`src/rtl/uart_cmd_receiver.sv`:
```
`timescale 1ns/1ps
`default_nettype none
// ==== uart_cmd_receiver : 8N1 UART deserializer + cipher/param/transmit command parser ====
// ==== Revision 1.0                                                                     ====
module uart_cmd_receiver #(
    parameter int CLKS_PER_BIT   = 434,
    parameter int TIMEOUT_CYCLES = 1_000_000
) (
    input  logic        clk,
    input  logic        rstn,
    input  logic        rx,
    output logic        cipher_w_en,
    output logic [2:0]  cipher_mem_sel,
    output logic [15:0] cipher_addr,
    output logic [7:0]  cipher_wdata,
    output logic        param_w_en,
    output logic [7:0]  param_addr,
    output logic [7:0]  param_wdata,
    output logic        start_encrypt,
    output logic        transmit_en,
    output logic [4:0]  transmit_sel,
    input  logic        transmit_done,
    output logic        busy,
    output logic        cmd_error
);

    localparam int               CNT_W        = $clog2(CLKS_PER_BIT);
    localparam logic [CNT_W-1:0] BIT_LAST     = CNT_W'(CLKS_PER_BIT - 1);
    localparam logic [CNT_W-1:0] HALF_LAST    = CNT_W'(CLKS_PER_BIT / 2 - 1);
    localparam logic [31:0]      TIMEOUT_LAST = 32'(TIMEOUT_CYCLES - 1);

    typedef enum logic [1:0] {RX_IDLE, RX_START, RX_DATA, RX_STOP} rx_state_t;
    typedef enum logic [2:0] {S_IDLE, S_LOAD, S_PADDR, S_PDATA, S_TX_REQ, S_TX_WAIT} state_t;

    logic             rx_meta, rx_sync, rx_prev;
    rx_state_t        rx_state, rx_state_next;
    logic [CNT_W-1:0] bit_clk;
    logic [2:0]       bit_cnt;
    logic [7:0]       shift;
    logic             byte_valid, frame_err;
    logic [7:0]       byte_data;

    always_ff @(posedge clk or negedge rstn) begin
        if (!rstn) begin
            rx_meta <= 1'b1;
            rx_sync <= 1'b1;
            rx_prev <= 1'b1;
        end else begin
            rx_meta <= rx;
            rx_sync <= rx_meta;
            rx_prev <= rx_sync;
        end
    end

    always_ff @(posedge clk or negedge rstn) begin
        if (!rstn) rx_state <= RX_IDLE;
        else       rx_state <= rx_state_next;
    end

    always_comb begin
        rx_state_next = rx_state;
        case (rx_state)
            RX_IDLE:  if (rx_prev && !rx_sync) rx_state_next = RX_START;
            RX_START: if (bit_clk == HALF_LAST) rx_state_next = rx_sync ? RX_IDLE : RX_DATA;
            RX_DATA:  if (bit_clk == BIT_LAST && bit_cnt == 3'd7) rx_state_next = RX_STOP;
            RX_STOP:  if (bit_clk == BIT_LAST) rx_state_next = RX_IDLE;
            default:  rx_state_next = RX_IDLE;
        endcase
    end

    // After the half-bit start check every sample lands mid-bit.
    always_ff @(posedge clk or negedge rstn) begin
        if (!rstn) begin
            bit_clk    <= '0;
            bit_cnt    <= 3'd0;
            shift      <= 8'd0;
            byte_valid <= 1'b0;
            byte_data  <= 8'd0;
            frame_err  <= 1'b0;
        end else begin
            byte_valid <= 1'b0;
            frame_err  <= 1'b0;
            case (rx_state)
                RX_IDLE: begin
                    bit_clk <= '0;
                    bit_cnt <= 3'd0;
                end
                RX_START: begin
                    if (bit_clk == HALF_LAST) bit_clk <= '0;
                    else                      bit_clk <= bit_clk + 1'b1;
                end
                RX_DATA: begin
                    if (bit_clk == BIT_LAST) begin
                        bit_clk <= '0;
                        shift   <= {rx_sync, shift[7:1]};
                        bit_cnt <= bit_cnt + 3'd1;
                    end else begin
                        bit_clk <= bit_clk + 1'b1;
                    end
                end
                RX_STOP: begin
                    if (bit_clk == BIT_LAST) begin
                        bit_clk <= '0;
                        if (rx_sync) begin
                            byte_valid <= 1'b1;
                            byte_data  <= shift;
                        end else begin
                            frame_err <= 1'b1;
                        end
                    end else begin
                        bit_clk <= bit_clk + 1'b1;
                    end
                end
                default: bit_clk <= '0;
            endcase
        end
    end

    state_t      state, state_next;
    logic [2:0]  load_sel, load_sel_next;
    logic [3:0]  load_cnt, load_cnt_next;
    logic [31:0] timeout_cnt;
    logic        timed_state, timeout_hit;

    logic        cipher_w_en_next, param_w_en_next, start_encrypt_next;
    logic        transmit_en_next, cmd_error_next;
    logic [2:0]  cipher_mem_sel_next;
    logic [15:0] cipher_addr_next;
    logic [7:0]  cipher_wdata_next, param_addr_next, param_wdata_next;
    logic [4:0]  transmit_sel_next;

    assign timed_state = (state == S_LOAD) || (state == S_PADDR) || (state == S_PDATA);
    assign timeout_hit = timed_state && !byte_valid && (timeout_cnt == TIMEOUT_LAST);

    always_ff @(posedge clk or negedge rstn) begin
        if (!rstn)                           timeout_cnt <= 32'd0;
        else if (timed_state && !byte_valid) timeout_cnt <= timeout_cnt + 32'd1;
        else                                 timeout_cnt <= 32'd0;
    end

    always_comb begin
        state_next          = state;
        load_sel_next       = load_sel;
        load_cnt_next       = load_cnt;
        cipher_w_en_next    = 1'b0;
        cipher_mem_sel_next = 3'b000;
        cipher_addr_next    = cipher_addr;
        cipher_wdata_next   = cipher_wdata;
        param_w_en_next     = 1'b0;
        param_addr_next     = param_addr;
        param_wdata_next    = param_wdata;
        start_encrypt_next  = 1'b0;
        transmit_en_next    = 1'b0;
        transmit_sel_next   = transmit_sel;
        cmd_error_next      = 1'b0;

        case (state)
            S_IDLE: begin
                if (byte_valid) begin
                    case (byte_data)
                        8'h01: begin
                            state_next    = S_LOAD;
                            load_sel_next = 3'b001;
                            load_cnt_next = 4'd0;
                        end
                        8'h02: begin
                            state_next    = S_LOAD;
                            load_sel_next = 3'b010;
                            load_cnt_next = 4'd0;
                        end
                        8'h10: state_next = S_PADDR;
                        8'h20: start_encrypt_next = 1'b1;
                        8'h30, 8'h31, 8'h32, 8'h33, 8'h34: begin
                            transmit_sel_next = 5'b00001 << byte_data[2:0];
                            transmit_en_next  = 1'b1;
                            state_next        = S_TX_REQ;
                        end
                        default: cmd_error_next = 1'b1;
                    endcase
                end
            end
            S_LOAD: begin
                if (byte_valid) begin
                    cipher_w_en_next    = 1'b1;
                    cipher_mem_sel_next = load_sel;
                    cipher_addr_next    = {12'd0, load_cnt};
                    cipher_wdata_next   = byte_data;
                    load_cnt_next       = load_cnt + 4'd1;
                    if (load_cnt == 4'd15) state_next = S_IDLE;
                end else if (timeout_hit) begin
                    cmd_error_next = 1'b1;
                    state_next     = S_IDLE;
                end
            end
            S_PADDR: begin
                if (byte_valid) begin
                    param_addr_next = byte_data;
                    state_next      = S_PDATA;
                end else if (timeout_hit) begin
                    cmd_error_next = 1'b1;
                    state_next     = S_IDLE;
                end
            end
            S_PDATA: begin
                if (byte_valid) begin
                    param_w_en_next  = 1'b1;
                    param_wdata_next = byte_data;
                    state_next       = S_IDLE;
                end else if (timeout_hit) begin
                    cmd_error_next = 1'b1;
                    state_next     = S_IDLE;
                end
            end
            // transmit_en is already on the wire during this single cycle.
            S_TX_REQ:  state_next = S_TX_WAIT;
            S_TX_WAIT: if (transmit_done) state_next = S_IDLE;
            default:   state_next = S_IDLE;
        endcase

        // A framing error never coincides with byte_valid, so it cannot clash with a write.
        if (frame_err) begin
            cmd_error_next = 1'b1;
            state_next     = S_IDLE;
        end
    end

    always_ff @(posedge clk or negedge rstn) begin
        if (!rstn) begin
            state          <= S_IDLE;
            load_sel       <= 3'b000;
            load_cnt       <= 4'd0;
            cipher_w_en    <= 1'b0;
            cipher_mem_sel <= 3'b000;
            cipher_addr    <= 16'd0;
            cipher_wdata   <= 8'd0;
            param_w_en     <= 1'b0;
            param_addr     <= 8'd0;
            param_wdata    <= 8'd0;
            start_encrypt  <= 1'b0;
            transmit_en    <= 1'b0;
            transmit_sel   <= 5'd0;
            cmd_error      <= 1'b0;
        end else begin
            state          <= state_next;
            load_sel       <= load_sel_next;
            load_cnt       <= load_cnt_next;
            cipher_w_en    <= cipher_w_en_next;
            cipher_mem_sel <= cipher_mem_sel_next;
            cipher_addr    <= cipher_addr_next;
            cipher_wdata   <= cipher_wdata_next;
            param_w_en     <= param_w_en_next;
            param_addr     <= param_addr_next;
            param_wdata    <= param_wdata_next;
            start_encrypt  <= start_encrypt_next;
            transmit_en    <= transmit_en_next;
            transmit_sel   <= transmit_sel_next;
            cmd_error      <= cmd_error_next;
        end
    end

    // Busy covers the final write strobe so it drops the cycle after it.
    assign busy = (state != S_IDLE) || cipher_w_en || param_w_en;

endmodule
`default_nettype wire

```
`config.mk`:
```
export PLATFORM = sky130hd
export DESIGN_NAME = uart_cmd_receiver
export DESIGN_NICKNAME = d
export VERILOG_FILES = /design/src/rtl/uart_cmd_receiver.sv
export SDC_FILE = /design/constraint.sdc
export NUM_CORES = 1
export LEC_CHECK = 0
export BUFFER_PORTS_ARGS = -buffer_cell sky130_fd_sc_hd__buf_2
export CAP_MARGIN = 20
export CORE_MARGIN = 4
export CORE_UTILIZATION = 45
export CTS_BUF_LIST = sky130_fd_sc_hd__clkbuf_16
export DETAILED_ROUTE_END_ITERATION = 6
export GPL_TIMING_DRIVEN = 0
export PLACE_DENSITY = 0.65
export SETUP_SLACK_MARGIN = 0.05
export SLEW_MARGIN = 20
export SYNTH_ARGS = -nofsm -noshare
export SYNTH_HDL_FRONTEND = slang
export SYNTH_SLANG_ARGS = --single-unit
```
`constraint.sdc`:
```
create_clock -name clk -period 2.25 [get_ports clk]
set_clock_uncertainty 0.1 [all_clocks]
set_input_delay 0.45 -clock clk [delete_from_list [all_inputs] [get_ports clk]]
set_output_delay 0.45 -clock clk [all_outputs]
set_load 0.05 [all_outputs]
```
Word-level counts from Yosys, hierarchy flattened
Index checks and enable logic that the tools add are counted.

Mux-type cells: 50. Eq/ne operators: 34. Reduce and logical (&&, ||, !) cells: 32. Add/subtract/negate cells: 4. Shifts and indexed selects: 1.

Operators with widths (count): equality test 8 x 6 -> 1 bit (second input constant) (6); 2-to-1 mux 3 bit (11); adder 32 x 1 -> 32 bit (second input constant) (1); equality test 32 x 20 -> 1 bit (second input constant) (1); 2-to-1 mux 32 bit (1); case mux 9 bit (3 select lines) (1); 2-to-1 mux 1 bit (20); 2-to-1 mux 9 bit (2); case mux 3 bit (6 select lines) (1); inequality test 2 bit (second input constant) (8); 2-to-1 mux 4 bit (3); case mux 3 bit (2 select lines) (2); AND reduction 4 bit (3); 2-to-1 mux 2 bit (5); AND reduction 2 bit (5); adder 9 x 1 -> 9 bit (second input constant) (1); equality test 3 bit (second input constant) (3); equality test 9 x 8 -> 1 bit (second input constant) (1); equality test 9 bit (second input constant) (1); case mux 3 bit (3 select lines) (1); AND reduction 3 bit (3); OR reduction 9 bit (1); equality test 8 x 1 -> 1 bit (second input constant) (1); equality test 8 x 2 -> 1 bit (second input constant) (1); 25 further kinds (38).

Output and inout port bits: 54. Bits of input ports: 4. Flip-flop bits (word level): 118. Word-level logic and storage cells: 146.

Longest topological paths before layout
Gate-level depths: netlist of run 1.

Word-level depth: 9. Gate-level depth with buffers: 7. Depth with buffers taken out: 7.

Worst setup path before layout of run 1
No wires, ideal clock.

Kind: flip-flop to flip-flop. Start point: reg timeout_cnt[18]. End point: reg state[0]. Clock period less this slack: 2.006 ns. Slack: 0.244 ns. Required time: 2.021 ns. Path buffers: 0. Setup time: 0.129 ns. Data arrival time: 1.777 ns. Stages on the path, launching flop included: 6. Cells stage by stage: dfrtp_1 -> and4_1 -> or4b_1 -> or4_4 -> a211oi_2 -> o32ai_1.

Cells in the longest elaborated chain, start to end: 6. Elaborated cells between the ends (all ways): 8. Those cells by class: 1 x eq/ne; 6 x mux; 1 x reduce/logical.

Ends and longest elaborated chain: start: declaration (line 122) `logic [31:0] timeout_cnt;`; start signal: assignment (line 137) `else if (timed_state && !byte_valid) timeout_cnt <= timeout_cnt + 32'd1;`; equality test 32 x 20 -> 1 bit * (line 133) `assign timeout_hit = timed_state && !byte_valid && (timeout_cnt == TIMEOUT_LAST);`; logical AND 1 bit * (line 133); 2-to-1 mux 3 bit *; 2-to-1 mux 3 bit (on tied branches); case mux 3 bit (6 select lines) *; 2-to-1 mux 3 bit *; end signal: assignment (line 244) `state <= state_next;`; end: declaration (line 119) `state_t state, state_next;`.

Every way passes the cells marked *; elsewhere a longest branch is shown, timed or not. A chain may end at the register's enable or synchronous reset.

Worst setup path in the final report of run 1
Start point: reg state[2]. End point: out busy.

Cells in the longest elaborated chain, start to end: 3.

Ends and longest elaborated chain: nonzero test 3 bit (line 262) `assign busy = (state != S_IDLE) || cipher_w_en || param_w_en;`; logical OR 1 bit (2 in series) (line 262); end: declaration (line 23) `output logic busy,`.

Every way passes these cells.

==> results of run 1 <==
-- repair_timing --
action                                 in CTS  in global routing
gates resized for setup                    12                 18
hold buffers                                1                  0
setup buffers                               4                  6
pin swaps                                   3                  2
setup endpoints to repair                  13                 45
endpoints found under the hold margin      33                  0
-- layout make-up --
cell class	instances	area (µm²)
fillers	958	4964
flip-flops and latches	116	2907
multi-input cells	311	2218
clock buffers	17	425.4
repair buffers	56	352.8
well taps	143	178.9
plain buffers	27	163.9
clock inverters	15	141.4
inverters	18	67.56
-- worst reg2reg max path, stage by stage, from the launching register on --
cell	delay, ns
dfrtp_1	0.39
buf_4	0.13
buf_4	0.12
or4b_1	0.50
or4_4	0.46
a211oi_2	0.22
o32ai_2	0.10
-- report_power, final --
part / internal (mW) / leakage (nW) / switching (mW)
sequential: 2.13 / 1.58 / 0.0513
clock: 1.61 / 0.269 / 0.947
combinational: 0.0927 / 1.38 / 0.204
-- synthesized netlist by cell type, types with 10 or more instances --
| master | count |
|---|---|
| dfrtp_1 | 113 |
| nor2_1 | 53 |
| mux2_2 | 50 |
| nand3_1 | 22 |
| xnor2_1 | 21 |
| nand2_1 | 19 |
| inv_1 | 18 |
| buf_4 | 15 |
| xor2_1 | 15 |
| clkbuf_1 | 13 |
| nor4_1 | 11 |
| a21oi_1 | 10 |
| nand4_1 | 10 |
| nor3_1 | 10 |
| o21ai_0 | 10 |
-- metrics by stage --
step                      TNS (ns)  utilization  cells  cell area (µm²)
after global placement      -82.17       0.4992    662             5700
after CTS                  -0.1000       0.5593    700             6386
after global routing      -0.09036       0.5653    703             6455
after floorplan                  0            -    475             5301
final                     -0.04431       0.5653    703             6455
after detailed placement   -0.2493       0.5022    663             5734
-- routing by layer --
metal / routed length, µm / vias up
li1: - / 1760
met1: 4835 / 1809
met2: 5063 / 59
met3: 319 / 13
met4: 145 / 0
met5: 0 / -
-- flip-flops by register name, summed over array words and instances, names as in the netlist, 2 cells and up, named ones only --
register	flops
cipher_addr	4
load_cnt	4
timeout_cnt	32
bit_clk	9
shift	8
bit_cnt	3
load_sel	2
byte_data	8
state	3
param_wdata	8
cipher_wdata	8
param_addr	8
transmit_sel	5
cipher_mem_sel	2
-- final timing paths --
| path | startpoint | end | slack [ns] | cells after the start |
|---|---|---|---|---|
| min in group asynchronous | rstn | cipher_addr[1]$_DFFE_PN0P_ | 0.40 | 2 |
| worst min-delay path | rx | rx_meta$_DFF_PN1_ | 0.04 | 1 |
| worst min register to register | rx_meta$_DFF_PN1_ | rx_sync$_DFF_PN1_ | 0.26 | 0 |
| worst max register to register | state[2]$_DFFE_PN0P_ | state[0]$_DFFE_PN0P_ | 0.10 | 6 |
| worst max-delay path | state[2]$_DFFE_PN0P_ | busy | -0.04 | 4 |
| max in group asynchronous | rstn | rx_sync$_DFF_PN1_ | 0.92 | 3 |
-- logic make-up after synthesis --
family,after synthesis,share of synthesized area
AND/OR/NAND/NOR,170,0.1719
flip-flops,116,0.5530
buffers and inverters,48,0.04547
other,1,0.0007134
multiplexers,52,0.1109
adder cells (fa/ha/maj),8,0.01857
XOR/XNOR,36,0.05999
AO/OA/AOI/OAI,32,0.03952
==> reports/results.ini, run 1 <==
[outcome]
status = finished, violations left
violations = negative setup slack

[worst_setup_path]
arrival_ns = 1.74
crit_type = reg2out
cp_max_fo = 5
crit_path_cell_trace = buf_6 > or3_4 > or3_4 > buf_8
cp_top_family = simple AND/OR/NAND/NOR gates
max_stage_delay_ns = 0.39
worst_setup_path_start_kind = register
critPathCaptureType = primary output
required_ns = 1.70
crit_path_frequent_cell = or3_4
crit_slowest_cell = dfrtp_1
path_buf_inv = 2

[global_routing]
grt_pass1_vias = 3586
antenna_found_initial = 0
gr-usage-all-layers = 0.1609
gr-total-overflow = 0
grt_pass1_wl_um = 17200
top_usage_layer = met2
use_met3 = 0.03916
grtUsageMet1 = 0.2152
grt_max_degree = 84
use_met2 = 0.2562

[route]
vias = 3641
wirelength_um = 10360
drc = 0
post_drt_wl_per_cell_um = 14.74
drt_iter0_markers = 334
firstDrtPassIters = 5
detail_route.vias_per_cell = 5.179
ant_nets = 0

[sta]
setup_viol = 1
post-route-period-util = 1.020
timing.hold.ws_ns = 0.04217
rsz0062_at_grt = true
fmax_mhz = 435.9
final_hold_viol_count = 0
slew_viol_final = 0
period_needed_ns = 2.294
fin_ws_ns = -0.04431
slew_headroom = 0.6257
worst_pin_slew_ns = 0.5571

[synthesis]
syn_area_mm2 = 0.005256
synth.distinct_cells = 46
synth_cells = 463
synth-seq-cells = 116
avgSynthCellArea_um2 = 11.35
synth_edf_count = 0
seq_area_frac_synth = 0.5530
synthArstFlopShare = 1.000
netlist.area_leader.share = 0.5380
synth_area_leaders = dfrtp_1 54%, mux2_2 11%, nor2_1 3.8%, xnor2_1 3.5%, xor2_1 2.5%
synth_ff_type = dfrtp_1
ys_warn_count = 0
synth_largest_area_cell = dfrtp_1

[clock_network]
cts_tree = done
cts_buffers = 17
htreeDepth = 4
clkSlewWorstSetupHoldPaths_ns = 0.05
clock-root-buffer = clkbuf_16
clkLatencyLatePin_ns = 0.40
clkSinkCount = 116
cts_buffer_depth = 2

[floorplanning]
io_pins = 58
die_width_um = 116.1
dieArea_mm2 = 0.01347
num_rows = 39
initial_utilization = 0.4603
core-area_mm2 = 0.01142
die_h_um = 116.1

[flow_run]
drv_cap = 0

[placed_design]
gp_congestion = 0.8045
port_buffers = 44
pre_cts_ws_ns = -0.1868
post-dp-hpwl_um = 6825

[finish]
diodes = 0
syn2layout_area_growth_pct = 22.80
layout_common_cells = 113 x dfrtp_1, 51 x nor2_1, 50 x mux2_2
layout.nets = 558
mostFrequentLayoutCell = dfrtp_1
drive_gt1_frac = 0.3071

[pwr]
leakage_nw = 3.230
powerDensity_mw_per_mm2 = 780.4
peakVddDrop_uv = 670.5
total_power_mw = 5.037

[worst_hold_path]
min_path_type = in2reg

No activity file was read; power rests on OpenSTA's default activity.
==> run 2, diff against run 1 <==
Settings changed: BUFFER_PORTS_ARGS -buffer_cell sky130_fd_sc_hd__buf_2 to not set, CORE_UTILIZATION 45 to 63, DONT_BUFFER_PORTS set to 1, PLACE_DENSITY 0.65 to 0.8, SETUP_SLACK_MARGIN 0.05 to not set.
==> run 2 against run 1 <==
Compared with the run above:
- the run ends with negative hold slack, negative setup slack left
- register-to-register slack worse by 0.03 ns
- worst setup slack better by 0.019 ns
- die area decreased by 27%
- global-route usage rose by 7.9 points
- hold slack got worse by 0.41 ns
- total power rose by 0.15%
- routed wire length increased by 8.0%
- sequential power about the same
- core utilization increased by 18 points
- critical path depth shrank 2
- sequential cell count unchanged
- maximum frequency rose by 0.84%
- critical endpoint unchanged
- highest routed layer unchanged
==> reports/results.ini, run 2 (synthesis gave the netlist of run 1 again) <==
[clock_network]
cts_buffer_depth = 2
clkSlewWorstSetupHoldPaths_ns = 0.06
clock-root-buffer = clkbuf_16
cts_buffers = 17
clkSinkCount = 116
clkLatencyLatePin_ns = 0.41
htreeDepth = 4
cts_tree = done
hold_buffers = 1

[placed_design]
gp_congestion = 0.8172
pre_cts_ws_ns = -0.09925
post-dp-hpwl_um = 6963
port_buffers = 0

[sta]
timing.hold.ws_ns = -0.3663
fmax_mhz = 439.5
rsz0062_at_grt = true
slew_headroom = 0.6172
final_hold_viol_count = 116
worst_pin_slew_ns = 0.5699
finalSetupTns_ns = -0.02522
setup_viol = 1
slew_viol_final = 0
period_needed_ns = 2.275
post-route-period-util = 1.011
fin_ws_ns = -0.02522

[global_routing]
gr-total-overflow = 0
gr-usage-all-layers = 0.2395
grt_pass1_vias = 3781
antenna_found_initial = 0
grt_max_degree = 117
grt_pass1_wl_um = 18490

[worst_setup_path]
max_stage_delay_ns = 0.47
worst_setup_path_start_kind = register
crit_path_frequent_cell = or3_4
timing.rr.start = timeout_cnt[17]$_DFF_PN0_
critPathCaptureType = primary output
crit_path_cell_trace = or3_4 > or3_4
reg2reg_slack_ns = 0.07
cp-startpoint = state[0]$_DFFE_PN0P_
cp_max_fo = 9
r2r_cells = 5
r2r_end = state[0]$_DFFE_PN0P_
crit_type = reg2out
required_ns = 1.70
arrival_ns = 1.73
crit_slowest_cell = dfrtp_2
crit_end = busy

[floorplanning]
num_rows = 33
core-area_mm2 = 0.008175
die_h_um = 99.34
io_pins = 58
die_width_um = 99.34
dieArea_mm2 = 0.009868
initial_utilization = 0.6429

[flow_run]
drv_cap = 0

[route]
wirelength_um = 11190
ant_nets = 0
drt_iter0_markers = 213
post_drt_wl_per_cell_um = 18.25
firstDrtPassIters = 4
detail_route.vias_per_cell = 5.896
vias = 3614
drc = 0

[outcome]
status = finished, violations left
violations = negative hold slack, negative setup slack

[pwr]
leakage_nw = 2.946
powerDensity_mw_per_mm2 = 827.4
peakVddDrop_uv = 611.1

[finish]
largest-register = timeout_cnt
layout_common_cells = 110 x dfrtp_1, 51 x nor2_1, 50 x mux2_2
drive_gt1_frac = 0.2441
reg_top3 = timeout_cnt x32, bit_clk x9
syn2layout_area_growth_pct = 16.00
layout.nets = 506
diodes = 0
mostFrequentLayoutCell = dfrtp_1
largest_reg_flops = 32

[worst_hold_path]
min_path_type = in2async

==> run 2: worst min-delay path by stage <==
stage	from	endpoint	slack (ns)
floorplan	rstn	async pin	0.05
global placement	rstn	timeout_cnt[19]$_DFF_PN0_	0.06
detailed placement	rstn	timeout_cnt[13]$_DFF_PN0_	0.06
CTS	rstn	cipher_wdata[5]$_DFFE_PN0P_	-0.37
global route	rstn	timeout_cnt[13]$_DFF_PN0_	-0.38
finish	rstn	timeout_cnt[25]$_DFF_PN0_	-0.37
==> run 2: routing by layer <==
metal,up-vias,track usage,wire length (µm)
met5,-,0,0
met2,123,0.4013,5848
met4,0,0.1019,256
li1,1660,-,-
met1,1806,0.2909,4453
met3,25,0.06802,632
==> run 2: through the flow <==
step | instances | util | cell area [µm²] | power [mW]
after floorplan | 475 | - | 5301 | 2.417
after global placement | 580 | 0.6645 | 5433 | 2.456
after detailed placement | 580 | 0.6645 | 5433 | 2.467
after CTS | 613 | 0.7421 | 6067 | 5.065
after global routing | 613 | 0.7458 | 6097 | 5.208
final | 613 | 0.7458 | 6097 | 5.045
==> run 2: power by group <==
part | total (mW) | switching, mW | internal (mW)
Combinational | 0.260 | 0.175 | 0.0857
Sequential | 2.18 | 0.0553 | 2.13
Clock | 2.60 | 1.12 | 1.48
==> run 2: final cells by class <==
cell class                      count  area [µm²]
Buffer                             26       157.7
Clock buffer                       17       425.4
Clock inverter                     15       156.4
Fill cell                         521        2078
Inverter                           18       67.56
Multi-Input combinational cell    311        2208
Sequential cell                   116        2910
Tap cell                          105       131.4
Timing Repair Buffer                5       40.04
==> run 2: critical path: cells and delay by family (launching register included) <==
kind | cells | cell delay [ns]
flip-flops | 1 | 0.47
AND/OR/NAND/NOR | 2 | 0.84
==> run 2: repair_timing <==
item / CTS / global route
gates resized for setup: 9 / 11
endpoints found under the setup margin: 18 / 27
endpoints found under the hold margin: 117 / 116
setup buffers: 3 / 1
pin swaps: 2 / 1
